==> config.mk <==
export PLATFORM = sky130hd
export DESIGN_NAME = ssm_group_accum
export DESIGN_NICKNAME = d
export VERILOG_FILES = /design/src/rtl/ssm_pkg.sv /design/src/rtl/ssm_sync_fifo.sv /design/src/rtl/ssm_group_accum.sv
export SDC_FILE = /design/constraint.sdc
export NUM_CORES = 1
export LEC_CHECK = 0
export CELL_PAD_IN_SITES_DETAIL_PLACEMENT = 1
export CELL_PAD_IN_SITES_GLOBAL_PLACEMENT = 2
export CORE_MARGIN = 2
export CORE_UTILIZATION = 35
export CTS_BUF_LIST = sky130_fd_sc_hd__clkbuf_8
export CTS_CLUSTER_SIZE = 8
export DETAILED_ROUTE_END_ITERATION = 10
export GPL_ROUTABILITY_DRIVEN = 1
export GPL_TIMING_DRIVEN = 0
export PLACE_DENSITY_LB_ADDON = 0.1
export SLEW_MARGIN = 10
export SYNTH_ARGS = -nofsm -noshare
export SYNTH_HDL_FRONTEND = slang
export SYNTH_SLANG_ARGS = --single-unit
==> constraint.sdc <==
create_clock -name clk -period 3.5 [get_ports clk]
set_input_delay 0.35 -clock clk [delete_from_list [all_inputs] [get_ports clk]]
set_output_delay 0.35 -clock clk [all_outputs]
set_load 0.02 [all_outputs]
==> src/rtl/ssm_pkg.sv <==
// rtl/ssm_pkg.sv - shared types and arithmetic helpers for the SSM datapath
package ssm_pkg;

  typedef enum logic [1:0] {
    S_IDLE  = 2'd0,
    S_ACCUM = 2'd1,
    S_FINAL = 2'd2,
    S_OUT   = 2'd3
  } ga_state_e;

  // Headroom for MAX_TILES additions plus one spare bit for the xD add.
  function automatic int acc_width(input int dw, input int max_tiles);
    return dw + $clog2(max_tiles) + 1;
  endfunction

  // Sign-extend a DW-wide lane taken from a 64-bit container.
  function automatic logic signed [63:0] lane_sext(input logic [63:0] raw, input int dw);
    logic signed [63:0] v;
    v = $signed(raw << (64 - dw));
    return v >>> (64 - dw);
  endfunction

  // Returns {above_max, below_min} for a signed value clamped to dw bits.
  function automatic logic [1:0] sat_dir(input logic signed [63:0] v, input int dw);
    logic signed [63:0] lim;
    lim = 64'sd1 <<< (dw - 1);
    return {v > (lim - 64'sd1), v < -lim};
  endfunction

endpackage

==> src/rtl/ssm_sync_fifo.sv <==
// rtl/ssm_sync_fifo.sv - synchronous FIFO with registered full/empty flags
module ssm_sync_fifo #(
  parameter  int DW_F  = 32,
  parameter  int DEPTH = 4,
  localparam int AW    = $clog2(DEPTH)
) (
  input  logic            clk,
  input  logic            rstn,
  input  logic            push,
  input  logic [DW_F-1:0] din,
  input  logic            pop,
  output logic [DW_F-1:0] dout,
  output logic            full,
  output logic            empty
);

  logic [AW:0]     wptr_q, rptr_q, wptr_d, rptr_d;
  logic [DW_F-1:0] mem [DEPTH];
  logic            full_q, empty_q, do_push, do_pop;

  // Push is gated by the registered full flag even when a pop happens alongside.
  assign do_push = push & ~full_q;
  assign do_pop  = pop & ~empty_q;
  assign wptr_d  = wptr_q + {{AW{1'b0}}, do_push};
  assign rptr_d  = rptr_q + {{AW{1'b0}}, do_pop};

  always_ff @(posedge clk or negedge rstn) begin
    if (!rstn) begin
      wptr_q  <= '0;
      rptr_q  <= '0;
      full_q  <= 1'b0;
      empty_q <= 1'b1;
    end else begin
      wptr_q  <= wptr_d;
      rptr_q  <= rptr_d;
      full_q  <= (wptr_d[AW] != rptr_d[AW]) && (wptr_d[AW-1:0] == rptr_d[AW-1:0]);
      empty_q <= (wptr_d == rptr_d);
    end
  end

  always_ff @(posedge clk) begin
    if (do_push) mem[wptr_q[AW-1:0]] <= din;
  end

  assign dout  = mem[rptr_q[AW-1:0]];
  assign full  = full_q;
  assign empty = empty_q;

endmodule

==> src/rtl/ssm_group_accum.sv <==
// rtl/ssm_group_accum.sv - per-group tile accumulation, queued xD skip-add and saturation
module ssm_group_accum
  import ssm_pkg::*;
#(
  parameter  int DW        = 16,
  parameter  int H_TILE    = 1,
  parameter  int P_TILE    = 1,
  parameter  int MAX_TILES = 16,
  parameter  int XD_DEPTH  = 4,
  parameter  bit SAT_EN    = 1'b1,
  localparam int L         = H_TILE * P_TILE,
  localparam int CW        = $clog2(MAX_TILES + 1)
) (
  input  logic            clk,
  input  logic            rstn,
  input  logic [CW-1:0]   cfg_tiles_i,
  input  logic            xd_valid_i,
  output logic            xd_ready_o,
  input  logic [L*DW-1:0] xd_i,
  input  logic            tile_valid_i,
  output logic            tile_ready_o,
  input  logic [L*DW-1:0] tile_i,
  output logic            y_valid_o,
  input  logic            y_ready_i,
  output logic [L*DW-1:0] y_o,
  output logic            busy_o,
  output logic            sat_o
);

  localparam int ACC_W = acc_width(DW, MAX_TILES);
  localparam int SUM_W = ACC_W + 1;

  ga_state_e        state_q, state_d;
  logic [CW-1:0]    cnt_q, t_q, t_eff;
  logic [L*ACC_W-1:0] acc_q, acc_next;
  logic [L*DW-1:0]  xd_q, fifo_dout, y_q, y_next;
  logic [L-1:0]     lane_hit;
  logic             y_valid_q, sat_q;
  logic             tile_acc, start, pop, y_take, fifo_empty, fifo_full;

  ssm_sync_fifo #(
    .DW_F  (L * DW),
    .DEPTH (XD_DEPTH)
  ) u_xd_fifo (
    .clk   (clk),
    .rstn  (rstn),
    .push  (xd_valid_i),
    .din   (xd_i),
    .pop   (pop),
    .dout  (fifo_dout),
    .full  (fifo_full),
    .empty (fifo_empty)
  );

  always_comb begin
    t_eff = cfg_tiles_i;
    if (cfg_tiles_i == '0)                   t_eff = CW'(1);
    else if (cfg_tiles_i > CW'(MAX_TILES))   t_eff = CW'(MAX_TILES);
  end

  // In OUT a new group may start in the same cycle the result is taken.
  always_comb begin
    tile_ready_o = 1'b0;
    case (state_q)
      S_IDLE, S_ACCUM: tile_ready_o = 1'b1;
      S_OUT:           tile_ready_o = y_valid_q & y_ready_i;
      default:         tile_ready_o = 1'b0;
    endcase
  end

  assign tile_acc = tile_valid_i & tile_ready_o;
  assign start    = tile_acc & ((state_q == S_IDLE) | (state_q == S_OUT));
  assign pop      = (state_q == S_FINAL) & ~fifo_empty;
  assign y_take   = y_valid_q & y_ready_i;

  always_comb begin
    state_d = state_q;
    case (state_q)
      S_IDLE:  if (tile_acc) state_d = (t_eff == CW'(1)) ? S_FINAL : S_ACCUM;
      S_ACCUM: if (tile_acc && (cnt_q + CW'(1) == t_q)) state_d = S_FINAL;
      S_FINAL: if (!fifo_empty) state_d = S_OUT;
      S_OUT: begin
        if (y_take) begin
          if (tile_acc) state_d = (t_eff == CW'(1)) ? S_FINAL : S_ACCUM;
          else          state_d = S_IDLE;
        end
      end
      default: state_d = S_IDLE;
    endcase
  end

  for (genvar k = 0; k < L; k++) begin : g_lane
    logic [ACC_W-1:0] tile_sx, acc_l;
    logic [SUM_W-1:0] y_sum;
    logic [1:0]       dir;
    logic [DW-1:0]    sat_val;

    assign acc_l   = acc_q[ACC_W*k +: ACC_W];
    assign tile_sx = {{(ACC_W-DW){tile_i[DW*k+DW-1]}}, tile_i[DW*k +: DW]};
    assign acc_next[ACC_W*k +: ACC_W] = start ? tile_sx : acc_l + tile_sx;
    assign y_sum   = {acc_l[ACC_W-1], acc_l}
                   + {{(SUM_W-DW){xd_q[DW*k+DW-1]}}, xd_q[DW*k +: DW]};
    assign dir     = sat_dir({{(64-SUM_W){y_sum[SUM_W-1]}}, y_sum}, DW);
    assign sat_val = dir[1] ? {1'b0, {(DW-1){1'b1}}}
                   : dir[0] ? {1'b1, {(DW-1){1'b0}}}
                   : y_sum[DW-1:0];
    assign y_next[DW*k +: DW] = SAT_EN ? sat_val : y_sum[DW-1:0];
    assign lane_hit[k]        = SAT_EN & (|dir);
  end

  // xD is captured on the pop; the y register loads one cycle later in OUT.
  always_ff @(posedge clk or negedge rstn) begin
    if (!rstn) begin
      state_q   <= S_IDLE;
      acc_q     <= '0;
      cnt_q     <= '0;
      t_q       <= '0;
      xd_q      <= '0;
      y_q       <= '0;
      y_valid_q <= 1'b0;
      sat_q     <= 1'b0;
    end else begin
      state_q <= state_d;
      if (tile_acc) begin
        acc_q <= acc_next;
        cnt_q <= start ? CW'(1) : cnt_q + CW'(1);
        if (start) t_q <= t_eff;
      end
      if (pop) xd_q <= fifo_dout;
      if ((state_q == S_OUT) && !y_valid_q) begin
        y_q       <= y_next;
        y_valid_q <= 1'b1;
        sat_q     <= sat_q | (|lane_hit);
      end else if (y_take) begin
        y_valid_q <= 1'b0;
      end
    end
  end

  assign xd_ready_o = ~fifo_full;
  assign y_valid_o  = y_valid_q;
  assign y_o        = y_q;
  assign busy_o     = (state_q != S_IDLE);
  assign sat_o      = sat_q;

endmodule

Word-level counts from Yosys, hierarchy flattened

Memory sizes are Yosys's and may differ from the RTL's. A register that Yosys moved wholly into a read port is not among the register bits.
Index checks and enable logic that the tools add are counted.

Add/subtract/negate cells: 5
$lt $le $gt $ge: 3
Equality and inequality tests: 12
Muxes and demuxes: 18
Bitwise operators: 10
Reduce and logical (&&, ||, !) cells: 13

Operators by type and width:

| operator                                                                          | count |
|---|---|
| 16-bit 2-to-1 mux                                                                 | 2 |
| 21-bit by 16-bit adder with 22-bit output                                         | 1 |
| 22-bit by 16-bit greater-than comparator with 1-bit output, second input constant | 1 |
| 22-bit by 16-bit < comparator with 1-bit output, second input constant            | 1 |
| 21-bit adder                                                                      | 1 |
| 21-bit 2-to-1 mux                                                                 | 1 |
| 5-bit 2-to-1 mux                                                                  | 3 |
| 2-bit 2-to-1 mux                                                                  | 6 |
| 2-bit inequality test, second input constant                                      | 4 |
| 2-bit case mux with 4 select lines                                                | 1 |
| 3-bit by 1-bit adder with 3-bit output                                            | 2 |
| 1-bit AND                                                                         | 6 |
| 5-bit by 1-bit adder with 5-bit output, second input constant                     | 1 |
| 5-bit by 1-bit equality test with 1-bit output, second input constant             | 1 |
| 5-bit equality test                                                               | 1 |
| 5-bit greater-than comparator, second input constant                              | 1 |
| 5-bit logical NOT                                                                 | 1 |
| 2-bit equality test, second input constant                                        | 2 |
| 1-bit 2-to-1 mux                                                                  | 4 |
| 4-bit AND reduction                                                               | 1 |
| 2-bit nonzero test                                                                | 2 |
| 2-bit OR reduction                                                                | 2 |
| 3-bit equality test                                                               | 1 |
| 1-bit logical AND                                                                 | 3 |
| other kinds (9)                                                                   | 12 |

Bits in registers: 59
RAM bits: 64
Bits of input ports: 42
Output and inout bits: 21
Logic and storage cells: 73
Memories kept: 1

Memories:

| name          | depth | width | rd ports | clocked after memory_dff | wr ports | line                | text |
|---|---|---|---|---|---|---|---|
| u_xd_fifo.mem | 4     | 16    | 1        | 1                        | 1        | ssm_sync_fifo.sv:18 | `logic [DW_F-1:0] mem [DEPTH];` |

Depth between registers and ports, before layout

Gate-level depths: netlist (run 1).

Depth in word-level cells: 8
Gate-level depth with buffers: 14
Depth with buffers taken out: 12

Modules after synthesis

Synthesis (run 1) repeated with hierarchy kept, for this count alone.

Cells, all modules: 727
Area, all modules: 8035.2 um^2

By module, submodules not included:

| module          | instances | cells each | area an instance (um^2) | seq. area each (um^2) |
|---|---|---|---|---|
| ssm_group_accum | 1         | 615        | 5333.9                  | 1676.6 |
| ssm_sync_fifo   | 1         | 112        | 2701.3                  | 2123.3 |

Least setup slack after synthesis (run 1)

Ideal clock, no wire load.

Path type: register -> register
Start point: reg acc_q[0]
End point: reg y_q[10] (netlist: y_o[10])
Setup time: 0.122 ns
Data arrival time: 2.908 ns
Data required time: 3.378 ns
Setup slack: 0.470 ns
Cell stages (with the launch flop): 15
Buffers on the path: 2
Period minus slack after synthesis: 3.030 ns
Path through: dfrtp_1 -> ha_1 -> inv_1 -> fa_1 -> nand2b_1 -> a211oi_2 -> o41a_1 -> a31o_1 -> o221ai_1 -> o2111ai_1 -> a211oi_2 -> or2_1 -> buf_6 -> buf_8 -> a32o_1

Longest elaborated chain between the ends: 4
Elaborated cells between the ends (all ways): 5
Classes of those cells: add/sub: 1; order compare: 2; mux: 2

RTL lines:

| item                                            | line                   | text |
|---|---|---|
| start, declared                                 | ssm_group_accum.sv:35  | `logic [L*ACC_W-1:0] acc_q, acc_next;` |
| start signal, assigned                          | ssm_group_accum.sv:125 | `acc_q <= acc_next;` |
| 21-bit by 16-bit adder with 22-bit output *     | ssm_group_accum.sv:102 | `+ {{(SUM_W-DW){xd_q[DW*k+DW-1]}}, xd_q[DW*k +: DW]};` |
| 22-bit by 16-bit < comparator with 1-bit output | ssm_pkg.sv:27          | `return {v > (lim - 64'sd1), v < -lim};` |
| 16-bit 2-to-1 mux                               | ssm_group_accum.sv:105 | `: dir[0] ? {1'b1, {(DW-1){1'b0}}}` |
| 16-bit 2-to-1 mux *                             | ssm_group_accum.sv:104 | `assign sat_val = dir[1] ? {1'b0, {(DW-1){1'b1}}}` |
| end signal, assigned                            | ssm_group_accum.sv:131 | `y_q <= y_next;` |
| end, declared                                   | ssm_group_accum.sv:36  | `logic [L*DW-1:0] xd_q, fifo_dout, y_q, y_next;` |

Mark *: on every way between the ends. The rest lies on a longest branch, timed or not.
A chain may end at the register's enable or synchronous reset.

Final worst setup path (run 1)

Start point: reg xd_q[0], read port of u_xd_fifo.mem
End point: reg y_q[14] (netlist: y_o[14])

Longest elaborated chain between the ends: 4
Elaborated cells between the ends (all ways): 5
Classes of those cells: add/sub: 1; order compare: 2; mux: 2

RTL lines:

| item                                            | line |
|---|---|
| start, declared                                 | ssm_group_accum.sv:36 |
| 21-bit by 16-bit adder with 22-bit output *     | ssm_group_accum.sv:102 |
| 22-bit by 16-bit < comparator with 1-bit output | ssm_pkg.sv:27 |
| 16-bit 2-to-1 mux                               | ssm_group_accum.sv:105 |
| 16-bit 2-to-1 mux *                             | ssm_group_accum.sv:104 |

Marks and branches as above.

==> results of run 1 <==
## cell families after synthesis
logic type | Yosys count | synth area share (%)
buf+inv | 55 | 2.95
flops | 139 | 47.9
fa+ha+maj | 53 | 8.55
xor+xnor | 37 | 4.08
mux | 52 | 9.37
simple gates | 179 | 11.1
compound gates | 190 | 16.1
## metrics by stage
stage	total power, mW	setup TNS (ps)
2_1_floorplan	7.24	0
3_3_place_gp	8.90	-68430
3_5_place_dp	9.12	-2090
4_1_cts	10.5	0
5_1_grt	11.6	-30.2
6_report	10.6	0
## area by class of cell
type / instances / area share [%]
sequential: 139 / 39.8
clock inverter: 15 / 1.38
multi-input combinational: 511 / 42.2
clock buffer: 17 / 2.45
timing repair buffer: 74 / 7.82
buffer: 30 / 1.60
tap: 285 / 3.74
inverter: 25 / 0.983
## cells in the mapped netlist (12+ instances only)
library cell,count
sky130_fd_sc_hd__mux4_2,16
sky130_fd_sc_hd__nor2b_1,12
sky130_fd_sc_hd__xnor2_1,19
sky130_fd_sc_hd__o21ai_1,12
sky130_fd_sc_hd__a32o_1,15
sky130_fd_sc_hd__nor2_1,29
sky130_fd_sc_hd__inv_1,23
sky130_fd_sc_hd__nand2_1,56
sky130_fd_sc_hd__o21ai_0,40
sky130_fd_sc_hd__edfxtp_1,64
sky130_fd_sc_hd__a21oi_1,49
sky130_fd_sc_hd__ha_1,51
sky130_fd_sc_hd__clkbuf_1,17
sky130_fd_sc_hd__mux2_2,17
sky130_fd_sc_hd__dfrtp_1,74
sky130_fd_sc_hd__nand3_1,31
sky130_fd_sc_hd__xor2_1,18
sky130_fd_sc_hd__mux2i_1,18
sky130_fd_sc_hd__a21o_1,12
## state kept, by name (all words and copies together), names as in the netlist
| register | cells |
|---|---|
| u_xd_fifo.empty | 1 |
| y_valid_o | 1 |
| xd_q | 16 |
| u_xd_fifo.rptr_q | 3 |
| u_xd_fifo.wptr_q | 3 |
| cnt_q | 5 |
| sat_o | 1 |
| u_xd_fifo.full | 1 |
| u_xd_fifo.mem | 64 |
| acc_q | 21 |
| t_q | 5 |
| state_q | 2 |
| y_o | 16 |
## timing repair
item                                    4_1_cts  5_1_grt
hold buffers                                  1        0
endpoints found under the hold margin        24        0
buffers inserted                              4        3
endpoints found under the setup margin       10       18
pin swaps                                     3        7
resized for setup                             3       21
## where the power goes
group	switching, mW	leakage [nW]	internal [mW]
registers	0.405	1.50	2.28
clock network	0.725	0.179	0.517
logic	3.81	2.09	2.87
total	4.94	3.76	5.66
## placed cells by master, fill, tap and decap left out, types with 7 or more instances in the layout
master                            count
sky130_fd_sc_hd__dfrtp_1             74
sky130_fd_sc_hd__edfxtp_1            64
sky130_fd_sc_hd__clkdlybuf4s50_1     61
sky130_fd_sc_hd__nand2_1             56
sky130_fd_sc_hd__a21oi_1             49
sky130_fd_sc_hd__ha_1                49
sky130_fd_sc_hd__o21ai_0             40
sky130_fd_sc_hd__nand3_1             31
sky130_fd_sc_hd__nor2_1              27
sky130_fd_sc_hd__inv_1               24
sky130_fd_sc_hd__xnor2_1             19
sky130_fd_sc_hd__mux2i_1             18
sky130_fd_sc_hd__xor2_1              18
sky130_fd_sc_hd__mux2_2              17
sky130_fd_sc_hd__clkbuf_8            17
sky130_fd_sc_hd__clkbuf_1            16
sky130_fd_sc_hd__mux4_2              16
sky130_fd_sc_hd__a32o_1              15
sky130_fd_sc_hd__a21o_1              12
sky130_fd_sc_hd__nor2b_1             12
sky130_fd_sc_hd__o21ai_1             11
sky130_fd_sc_hd__buf_4               10
sky130_fd_sc_hd__nor3_1               8
sky130_fd_sc_hd__a31oi_1              7
sky130_fd_sc_hd__nand2b_1             7
## layer usage
| metal | vias up | GRT usage (%) |
|---|---|---|
| met1 | 2963 | 23.1 |
| li1 | 2850 | - |
| met4 | 0 | 4.19 |
| met2 | 67 | 33.3 |
| met3 | 17 | 3.00 |
| met5 | - | 0 |
## path summary, 6_finish.rpt
path,from,endpoint,cells past startpoint
setup / recovery,xd_q[0],y_o[14],15
hold / removal,rstn,u_xd_fifo.wptr_q[0],2
setup reg to reg,xd_q[0],y_o[14],15
hold reg to reg,sat_o,sat_o,1
max in group asynchronous,rstn,xd_q[2],3
min in group clk,sat_o,sat_o,1
==> results.json, run 1 <==
{
  "status": "finished clean",
  "total_leakage_power_nw": 3.76,
  "routed_wire_length_per_instance_um": 19.1,
  "globalRouteOverflowTotal": 0,
  "asyncSetResetFlopFracSynth_pct": 54.0,
  "grt_max_degree": 51,
  "postRouteWirelength_um": 20900,
  "maxCapViolations": 0,
  "nNetsFinal": 893,
  "max_stage_delay_ps": 400,
  "irDropWorstVdd_uv": 338,
  "grt_pass1_wl_um": 34400,
  "globalplace.congestion": 0.877,
  "drt-initial-drc-count": 148,
  "track_usage_pct": 18.4,
  "final_cells": 1096,
  "netlist_area_um2": 7930,
  "final.setup_skew_ps": 14.8,
  "crit_chain": "ha_4 > inv_1 > fa_2 > nand2b_4 > a211oi_4 > o41a_1 > a31oi_4 > o22ai_2 > mux2i_1 > buf_4 > a211oi_2 > or2_1 > buf_6 > buf_8 > a32o_1",
  "post_synth.cell_area_avg_um2": 11.3,
  "pwr_density_cell_nw_per_um2": 1110,
  "final_cell_area_um2": 9540,
  "worstHoldPathType": "in -> async",
  "slowest_stage": "sky130_fd_sc_hd__dfrtp_1",
  "synthToLayoutAreaGrowth_pct": 20.3,
  "sinks_on_clock_net": 139,
  "yosys.cell_types.count": 73,
  "cp.arrival_ps": 3650,
  "multiInputGateArea_um2": 4030,
  "max_freq_mhz": 301,
  "vias": 5897,
  "detailroute.wirelength.met2_um": 10800,
  "worst-slew-pin-transition_ps": 876,
  "timing.final.ws_setup_ps": 182,
  "path_delay_family": "compound AO/OA/AOI/OAI gates",
  "ys_top_cells_by_area": "sky130_fd_sc_hd__edfxtp_1 (24%), sky130_fd_sc_hd__dfrtp_1 (23%), sky130_fd_sc_hd__ha_1 (8.0%)",
  "post-synth-top-area-cell": "sky130_fd_sc_hd__edfxtp_1",
  "cts_tree": "done",
  "ant_nets": 0,
  "clock_insertion_delay_worst_skew_ps": 440,
  "wl_met1_um": 9360,
  "hold_viol_final": 0,
  "postPlaceCellArea_um2": 8980,
  "port_buffers": 62,
  "cp-start-kind": "flip-flop",
  "cts.path.max_buffers": 2,
  "first_global_vias": 6497,
  "report.final.setup_viol": 0,
  "die_w_um": 155,
  "postSynth.topFlopCell": "sky130_fd_sc_hd__dfrtp_1",
  "slew_headroom_pct": 41.6,
  "floorplan.io_pins": 63,
  "clock_transition_at_the_register_clock_pins_on_the_worst_setup_and_hold_paths_after_cts_ps": 90,
  "post_synth_inst_count": 705,
  "synth-seq-area-share_pct": 47.9,
  "critical_path_peak_fanout": 10,
  "drt_pre_antenna_iters": 4,
  "met3_wirelength_um": 450,
  "synthesis.yosys.warnings": 0,
  "layout.filler_cells": 2450,
  "hold-worst-slack_ps": 383,
  "setup.worst_path.class": "reg -> reg",
  "capturing_element_type_of_the_critical_path": "flip-flop",
  "final_slew_violations": 0,
  "number_of_enable_type_register_cells_in_the_synthesized_netlist": 64,
  "std_cell_rows": 55,
  "start_util_pct": 35.4,
  "detailedPlace.worstSlack_ps": -262,
  "core_region_area_um2": 22400,
  "n_antenna_cell": 0,
  "die_boundary_height_um": 155,
  "number_of_buffers_and_inverters_on_the_critical_path": 4,
  "die_area_um2": 23900,
  "postLayoutCoreUtil_pct": 42.5,
  "clock_tree.root_cell": "sky130_fd_sc_hd__clkbuf_8",
  "grt_antenna_before_repair": 0,
  "cts-buffers-inserted": 17,
  "highest-signal-layer": "met4",
  "crit_required_ps": 3830,
  "cts.htree.levels": 4,
  "placed_cells_incl_taps": 1056,
  "yosys_register_bits": 139,
  "final_min_period_ps": 3320,
  "final-seq-area_um2": 3800,
  "remaining_drc_errors": 0,
  "layout-drive-gt1-share_pct": 14.8,
  "synth_nets": 800,
  "flop2flop_setup_slack_ps": 180,
  "finalCritPeriodShare_pct": 94.8,
  "synth_top_area_share_pct": 24.2,
  "hpwl_um": 16100,
  "avgViaCountPerCell": 5.38
}
Note: power is estimated with default switching activity, not from simulation.
==> run 2: changes to the inputs <==
- ABC_CLOCK_PERIOD_IN_PS: unset -> 3500
- CORE_UTILIZATION: 35 -> 26
==> run 2 against run 1 <==
- routed wire length up 6.5%
- setup slack gained 3.9 ps
- register-to-register slack about the same
- final area rose by 1.1%
- core utilization decreased by 10 points
- sequential share of layout area shrank 0.43 points
- clock power about the same
- flip-flop and latch count unchanged
- critical path depth decreased by 1
==> results.json, run 2 (synthesis results as in run 1) <==
{
  "start_util_pct": 26.6,
  "sinks_on_clock_net": 139,
  "ant_nets": 0,
  "track_usage_pct": 14.8,
  "multiInputGateArea_um2": 4020,
  "cp.arrival_ps": 3650,
  "postPlaceCellArea_um2": 9110,
  "cts-buffers-inserted": 17,
  "hold-worst-slack_ps": 339,
  "die_area_um2": 31900,
  "report.power.total_mw": 10.7,
  "drt-initial-drc-count": 183,
  "crit_required_ps": 3840,
  "irDropWorstVdd_uv": 318,
  "final_min_period_ps": 3310,
  "critical_path_peak_fanout": 10,
  "setup.worst_path.class": "reg -> reg",
  "vias": 5857,
  "final.setup_skew_ps": 31.6,
  "hpwl_um": 17200,
  "synthToLayoutAreaGrowth_pct": 21.6,
  "clock_insertion_delay_worst_skew_ps": 470,
  "maxCapViolations": 0,
  "cts.htree.levels": 4,
  "floorplan.io_pins": 63,
  "capturing_element_type_of_the_critical_path": "flip-flop",
  "clock_tree.root_cell": "sky130_fd_sc_hd__clkbuf_8",
  "layout_common_cells": "sky130_fd_sc_hd__dfrtp_1 (73), sky130_fd_sc_hd__edfxtp_1 (64), sky130_fd_sc_hd__clkdlybuf4s50_1 (61), sky130_fd_sc_hd__nand2_1 (56), sky130_fd_sc_hd__ha_1 (50)",
  "layout.filler_cells": 3276,
  "grt_antenna_before_repair": 0,
  "final_cell_area_um2": 9650,
  "setup-tns-final_ps": 0,
  "nNetsFinal": 890,
  "remaining_drc_errors": 0,
  "slew_headroom_pct": 40.3,
  "routed_wire_length_per_instance_um": 18.6,
  "worst-slew-pin-transition_ps": 896,
  "final-seq-area_um2": 3800,
  "grt_pass1_wl_um": 35700,
  "globalplace.congestion": 0.777,
  "report.final.setup_viol": 0,
  "port_buffers": 62,
  "avgViaCountPerCell": 4.89,
  "number_of_flip_flops_under_the_largest_register_name": 64,
  "die_boundary_height_um": 179,
  "postLayoutCoreUtil_pct": 32.3,
  "die_w_um": 179,
  "final_slew_violations": 0,
  "hold_viol_final": 0,
  "clock_transition_at_the_register_clock_pins_on_the_worst_setup_and_hold_paths_after_cts_ps": 120,
  "pwr_density_cell_nw_per_um2": 1100,
  "cts_tree": "done",
  "drt_pre_antenna_iters": 4,
  "total_leakage_power_nw": 3.74,
  "core_region_area_um2": 29900,
  "finalCritPeriodShare_pct": 94.7,
  "worstHoldPathType": "in -> async",
  "layout-drive-gt1-share_pct": 14.9,
  "cp-start-kind": "flip-flop",
  "rsz0062_at_grt": "no",
  "postRouteWirelength_um": 22300,
  "first_global_vias": 6379,
  "n_antenna_cell": 0,
  "max_freq_mhz": 302,
  "grt_max_degree": 53,
  "cts.path.max_buffers": 2,
  "std_cell_rows": 63,
  "status": "finished clean",
  "globalRouteOverflowTotal": 0,
  "layout.cells.most_common": "sky130_fd_sc_hd__dfrtp_1"
}
run 2: cell types whose count changed in the layout (fill, tap and decap cells not counted), sizes merged:
cell	before	now
buf	24	20
clkbuf	35	36
clkinvlp	4	6
inv	34	32
run 2: layer usage:
metal	share of wire [%]	GRT usage [%]
met5	0	0
met1	45	18.8
met2	52	26.7
met4	0.70	2.95
met3	2.1	2.37
run 2: critical path, stage by stage, from the launching register on:
cell and delay [ps]:
sky130_fd_sc_hd__dfrtp_1 400, sky130_fd_sc_hd__ha_2 220, sky130_fd_sc_hd__inv_1 60, sky130_fd_sc_hd__fa_2 350, sky130_fd_sc_hd__nand2b_4 160, sky130_fd_sc_hd__a211oi_4 260, sky130_fd_sc_hd__o41a_1 240, sky130_fd_sc_hd__a31oi_2 160
sky130_fd_sc_hd__o22ai_2 240, sky130_fd_sc_hd__mux2i_2 250, sky130_fd_sc_hd__and2_1 150, sky130_fd_sc_hd__clkbuf_4 180, sky130_fd_sc_hd__buf_4 180, sky130_fd_sc_hd__nand3_1 80, sky130_fd_sc_hd__a32o_1 260
run 2: final cells by class:
class	count	share of cell area, %
multi-input combinational	511	41.6
sequential	139	39.4
timing repair buffer	72	7.66
tap	390	5.06
clock buffer	17	2.42
buffer	29	1.45
clock inverter	15	1.37
inverter	25	1.01
run 2: what timing repair did:
action	CTS	global route
resized for setup	6	21
cloned	0	0
hold endpoints to repair	23	0
setup buffers	3	2
hold buffers	1	0
pin swaps	2	7
setup endpoints to repair	11	19
run 2: power by group:
| group | switching (mW) | total (mW) | internal [mW] |
|---|---|---|---|
| sequential | 0.403 | 2.68 | 2.28 |
| combinational | 3.88 | 6.71 | 2.82 |
| clock | 0.750 | 1.26 | 0.514 |
run 2: stage by stage:
stage / worst slack [ps] / std cells
6_report: 185 / 1198
5_1_grt: 5.49 / 1198
4_1_cts: 4.27 / 1197
3_5_place_dp: -228 / 1161
3_3_place_gp: -1030 / 1157
2_1_floorplan: 470 / 705
run 2: path summary, 6_finish.rpt:
path	startpoint	endpoint	slack (ps)	depth (start not counted)
hold reg to reg	u_xd_fifo.wptr_q[2]	u_xd_fifo.wptr_q[2]	480	1
max in group asynchronous	rstn	u_xd_fifo.empty	2520	3
setup reg to reg	acc_q[0]	y_o[11]	190	14
hold / removal	rstn	t_q[2]	340	2
min in group clk	u_xd_fifo.wptr_q[2]	u_xd_fifo.wptr_q[2]	480	1
setup / recovery	acc_q[0]	y_o[11]	190	14
